### src/rtl/operand_unpacker.sv
// Splits a packed word into ELEM_W-wide elements and emits them one per
// output handshake, element 0 first, with a zero-bubble reload on the final element.
module operand_unpacker #(
  parameter  int unsigned WORD_W = 32,
  parameter  int unsigned ELEM_W = 8,
  localparam int unsigned N      = WORD_W / ELEM_W,
  localparam int unsigned CW     = $clog2(N) + 1
) (
  input  logic              clk_i,
  input  logic              rst_ni,
  input  logic [WORD_W-1:0] in_data_i,
  input  logic [CW-1:0]     in_nelem_i,
  input  logic              in_last_i,
  input  logic              in_valid_i,
  output logic              in_ready_o,
  output logic [ELEM_W-1:0] out_elem_o,
  output logic              out_last_o,
  output logic              out_valid_o,
  input  logic              out_ready_i,
  output logic              busy_o
);

  localparam int unsigned IW = CW - 1;

  localparam logic [0:0] EMPTY  = 1'b0;
  localparam logic [0:0] UNPACK = 1'b1;

  if ((WORD_W % ELEM_W) != 0 || N < 2) begin : g_bad_params
    $error("operand_unpacker: WORD_W must be a multiple of ELEM_W with at least 2 elements");
  end

  logic [0:0]        r_state;
  logic [WORD_W-1:0] r_word;
  logic [CW-1:0]     r_cnt;
  logic [IW-1:0]     r_idx;
  logic              r_last;

  logic [ELEM_W-1:0] w_elems [N];
  logic              w_unpack;
  logic              w_final;
  logic              w_in_fire;
  logic              w_out_fire;
  logic [CW-1:0]     w_nelem;

  for (genvar k = 0; k < N; k++) begin : g_elems
    assign w_elems[k] = r_word[k*ELEM_W +: ELEM_W];
  end

  assign w_unpack   = (r_state == UNPACK);
  assign w_final    = ({1'b0, r_idx} == (r_cnt - CW'(1)));
  assign w_out_fire = w_unpack && out_ready_i;
  assign w_in_fire  = in_valid_i && in_ready_o;
  assign w_nelem    = (in_nelem_i == '0 || in_nelem_i > CW'(N)) ? CW'(N) : in_nelem_i;

  // Ready depends only on held state and out_ready_i, never on the input side.
  assign in_ready_o  = !w_unpack || (out_ready_i && w_final);
  assign out_valid_o = w_unpack;
  assign out_last_o  = w_unpack && w_final && r_last;
  assign busy_o      = w_unpack;
  // Word and idx are left untouched on the return to EMPTY so the output holds.
  assign out_elem_o  = w_elems[r_idx];

  always_ff @(posedge clk_i) begin
    if (!rst_ni) begin
      r_state <= EMPTY;
      r_word  <= '0;
      r_cnt   <= '0;
      r_idx   <= '0;
      r_last  <= 1'b0;
    end else if (w_in_fire) begin
      r_state <= UNPACK;
      r_word  <= in_data_i;
      r_cnt   <= w_nelem;
      r_idx   <= '0;
      r_last  <= in_last_i;
    end else if (w_out_fire) begin
      if (w_final) begin
        r_state <= EMPTY;
      end else begin
        r_idx <= r_idx + IW'(1);
      end
    end
  end

endmodule

### config.mk
export PLATFORM = sky130hd
export DESIGN_NAME = operand_unpacker
export DESIGN_NICKNAME = d
export VERILOG_FILES = /design/src/rtl/operand_unpacker.sv
export SDC_FILE = /design/constraint.sdc
export NUM_CORES = 1
export LEC_CHECK = 0
export CORE_MARGIN = 4
export CORE_UTILIZATION = 25
export DETAILED_ROUTE_END_ITERATION = 10
export GPL_ROUTABILITY_DRIVEN = 1
export PLACE_DENSITY = 0.52
export SLEW_MARGIN = 30
export SYNTH_ARGS = -nofsm -noshare
export SYNTH_HDL_FRONTEND = slang
export SYNTH_SLANG_ARGS = --single-unit
### constraint.sdc
create_clock -name clk_i -period 2.55 [get_ports clk_i]
set_clock_uncertainty 0.2 [all_clocks]
set_input_delay 0.51 -clock clk_i [delete_from_list [all_inputs] [get_ports clk_i]]
set_output_delay 0.51 -clock clk_i [all_outputs]
set_load 0.005 [all_outputs]
==> impl_metrics.env <==
export IMPL_status="completed"
export IMPL_postSynthCellCount=204
export IMPL_synth_top_area_share_pct=40.1
export IMPL_path_clk_slew_ns=0.07
export IMPL_vias=1561
export IMPL_timing_rr_end="r_word[9]$_SDFFE_PN0P_"
export IMPL_yosys_top_cells_count="71 x nand2_1, 39 x dfxtp_1, 36 x mux2i_1"
export IMPL_timing_final_crit_share_pct=98.4
export IMPL_ys_types=29
export IMPL_via_per_inst=4.32
export IMPL_critPathMaxFanout=2
export IMPL_place_inst=350
export IMPL_core_um2=7410
export IMPL_rsz0062_at_grt="yes"
export IMPL_max_cap_viol_count=0
export IMPL_cts_hold_buf=0
export IMPL_firstDrtPassIters=4
export IMPL_ys_flop_type="dfxtp_1"
export IMPL_period_needed_ns=2.51
export IMPL_antenna_found_initial=0
export IMPL_layoutNonFillerInstCount=361
export IMPL_min_to="r_last$_SDFFE_PN0P_"
export IMPL_io_pins=52
export IMPL_grt_use_met3_pct=2.81
export IMPL_io_buffers=51
export IMPL_die_x_um=96.3
export IMPL_grt_pass1_vias=1524
export IMPL_cp_slowest_stage_delay_ns=0.33
export IMPL_r2r_start="r_cnt[0]$_SDFFE_PN0P_"
export IMPL_critical_path_buf_inv_count=4
export IMPL_dpl_hpwl_mm=3.06
export IMPL_syn_cell_area_um2=1950
export IMPL_synth_area_leader_cell="dfxtp_1"
export IMPL_wl_per_cell_um=12.7
export IMPL_initialDrtViolationCount=52
export IMPL_place_congestion=0.719
export IMPL_worstHoldPathType="flop to flop"
export IMPL_seq_area_frac_synth_pct=40.1
export IMPL_grt_util_met2_pct=15.4
export IMPL_pwr_density_cell_nw_per_um2=537
export IMPL_dieHeight_um=96.3
export IMPL_nets=303
export IMPL_dieArea_um2=9270
export IMPL_peakVddDrop_v=0.000174
export IMPL_cpMostUsedCell="buf_4"
export IMPL_drv_slew=0
export IMPL_syn_area_per_cell_um2=9.55
export IMPL_hold_start="r_last$_SDFFE_PN0P_"
export IMPL_hold_depth=2
export IMPL_critPathTopFamily="buffers and inverters"
export IMPL_relSlewSlack_pct=79.0
export IMPL_cp_arrival_ns=1.80
export IMPL_wirelength_mm=4.57
export IMPL_route_detailed_drc=0
export IMPL_grt_max_degree=75
export IMPL_fmax_mhz=399
export IMPL_syn2layout_area_growth_pct=42.0
export IMPL_path_cells="inv_1, ha_4, xnor2_2, nor3_1, buf_4, buf_4, and3_1, clkdlybuf4s15_1"
export IMPL_crit_slowest_cell="dfxtp_2"
export IMPL_grt_pass1_wl_mm=7.44
export IMPL_yosys_warnings=0
export IMPL_worst_r2r_path_depth=7
export IMPL_required_ns=1.84
export IMPL_synth_area_leaders="dfxtp_1 40%, mux2i_1 18%, nand2_1 14%"
export IMPL_syn_nets=246
export IMPL_ys_ff_latch=39
export IMPL_r2r_slack_ns=0.40
export IMPL_clockBufferDepth=2
export IMPL_ant_nets=0
export IMPL_antenna_cells=0
export IMPL_drive_gt1_share_pct=14.5
export IMPL_yosysMostFrequentCell="nand2_1"
export IMPL_finalSetupViolations=0
export IMPL_std_cell_rows=31
export IMPL_root_buffer="clkbuf_8"
export IMPL_finalHoldViolCount=0
export IMPL_power_leakage_nw=1.14
export IMPL_start_util_pct=26.3
export IMPL_clock_sinks=39
export IMPL_fillers=763
export IMPL_synth_edf_count=0
export IMPL_place_area_um2=2590
export IMPL_design_area_um2=2770
export IMPL_worst_slew_pin_slew_ns=0.316
export IMPL_grt_met1_usage_pct=14.5
export IMPL_worst_setup_path_type="flop to primary output"
export IMPL_cp_end_kind="primary output"
export IMPL_ys_async_sr_fraction_pct=0
export IMPL_grt_overflow=0
export IMPL_cts_htree_levels=2
export IMPL_start_kind="flop"
export IMPL_power_mw=1.49
export IMPL_clkLatencyLatePin_ns=0.29
export IMPL_cts_buffers=5
export IMPL_cts_tree="built"
export IMPL_track_usage_pct=10.5
export IMPL_grt_busiest_layer="met2"
-- per-stage QoR --
stage / util, % / hold slack (ns) / setup slack (ns) / setup TNS, ns
finish: 37.3 / 0.255 / 0.0406 / 0
global route: 37.3 / 0.271 / -0.0526 / -0.0526
CTS: 36.9 / 0.259 / -0.0747 / -0.0747
detailed placement: 35.0 / 0.244 / 0.0383 / 0
global placement: 35.0 / 0.239 / 0.0591 / 0
floorplan: - / 0.230 / 0.506 / 0
-- placed cells by master, fill, tap and decap left out, types with 3 or more instances in the layout --
| master | n |
|---|---|
| buf_4 | 11 |
| clkbuf_8 | 5 |
| clkdlybuf4s50_1 | 44 |
| dfxtp_1 | 37 |
| dlymetal6s2s_1 | 3 |
| inv_1 | 6 |
| mux2i_1 | 36 |
| mux4_2 | 8 |
| nand2_1 | 71 |
| nand2b_1 | 3 |
| nand3b_1 | 4 |
-- flip-flops by register name, summed over array words and instances, names as in the netlist --
signal,count
r_word,32
r_cnt,3
r_idx,2
busy_o,1
r_last,1
-- area by class of cell --
| class | instances | area, um^2 | area share [%] |
|---|---|---|---|
| multi-input cells | 144 | 1070 | 38.8 |
| flip-flops and latches | 39 | 786 | 28.4 |
| repair buffers | 65 | 648 | 23.4 |
| well taps | 99 | 124 | 4.48 |
| clock buffers | 5 | 68.8 | 2.49 |
| clock inverters | 3 | 43.8 | 1.58 |
| inverters | 6 | 22.5 | 0.814 |
-- logic make-up after synthesis --
group	after synthesis	share of synthesized area, %
compound gates	10	4.18
xor+xnor	4	1.80
fa+ha+maj	2	1.28
buf+inv	21	6.42
flops	39	40.1
mux	44	27.7
simple gates	84	18.5
-- report_power, final --
part           internal, mW  total [mW]  switching [mW]
combinational         0.176       0.293           0.117
clock                 0.292       0.521           0.229
sequential            0.649       0.672          0.0230
-- worst max-delay path by stage --
stage	from	endpoint	slack, ns	cells after the start
after CTS	r_cnt[0]$_SDFFE_PN0P_	out_last_o	-0.07	8
after global routing	r_cnt[0]$_SDFFE_PN0P_	out_last_o	-0.05	8
after detailed placement	r_cnt[0]$_SDFFE_PN0P_	out_last_o	0.04	7
final	r_cnt[0]$_SDFFE_PN0P_	out_last_o	0.04	8
after floorplan	r_cnt[0]$_SDFFE_PN0P_	out_last_o	0.51	5
after global placement	r_cnt[0]$_SDFFE_PN0P_	out_last_o	0.06	7
-- worst min-delay path, delay by kind of cell, from the launching register on --
family        cells  cell delay (ns)
mux               1             0.05
flops             1             0.31
simple gates      1             0.05
-- per-layer routing --
| layer | up-vias | routed length, um |
|---|---|---|
| li1 | 804 | - |
| met1 | 712 | 2190 |
| met2 | 38 | 2000 |
| met3 | 7 | 303 |
| met4 | 0 | 76 |
| met5 | - | 0 |
-- repair_timing --
item                                   in CTS  in global routing
resized for setup                           9                  5
endpoints found under the hold margin       0                  0
setup buffers                               1                  2
cloned                                      0                  0
pin swaps                                   1                  1
setup endpoints to repair                  10                  9
No activity file was read; power rests on OpenSTA's default activity.
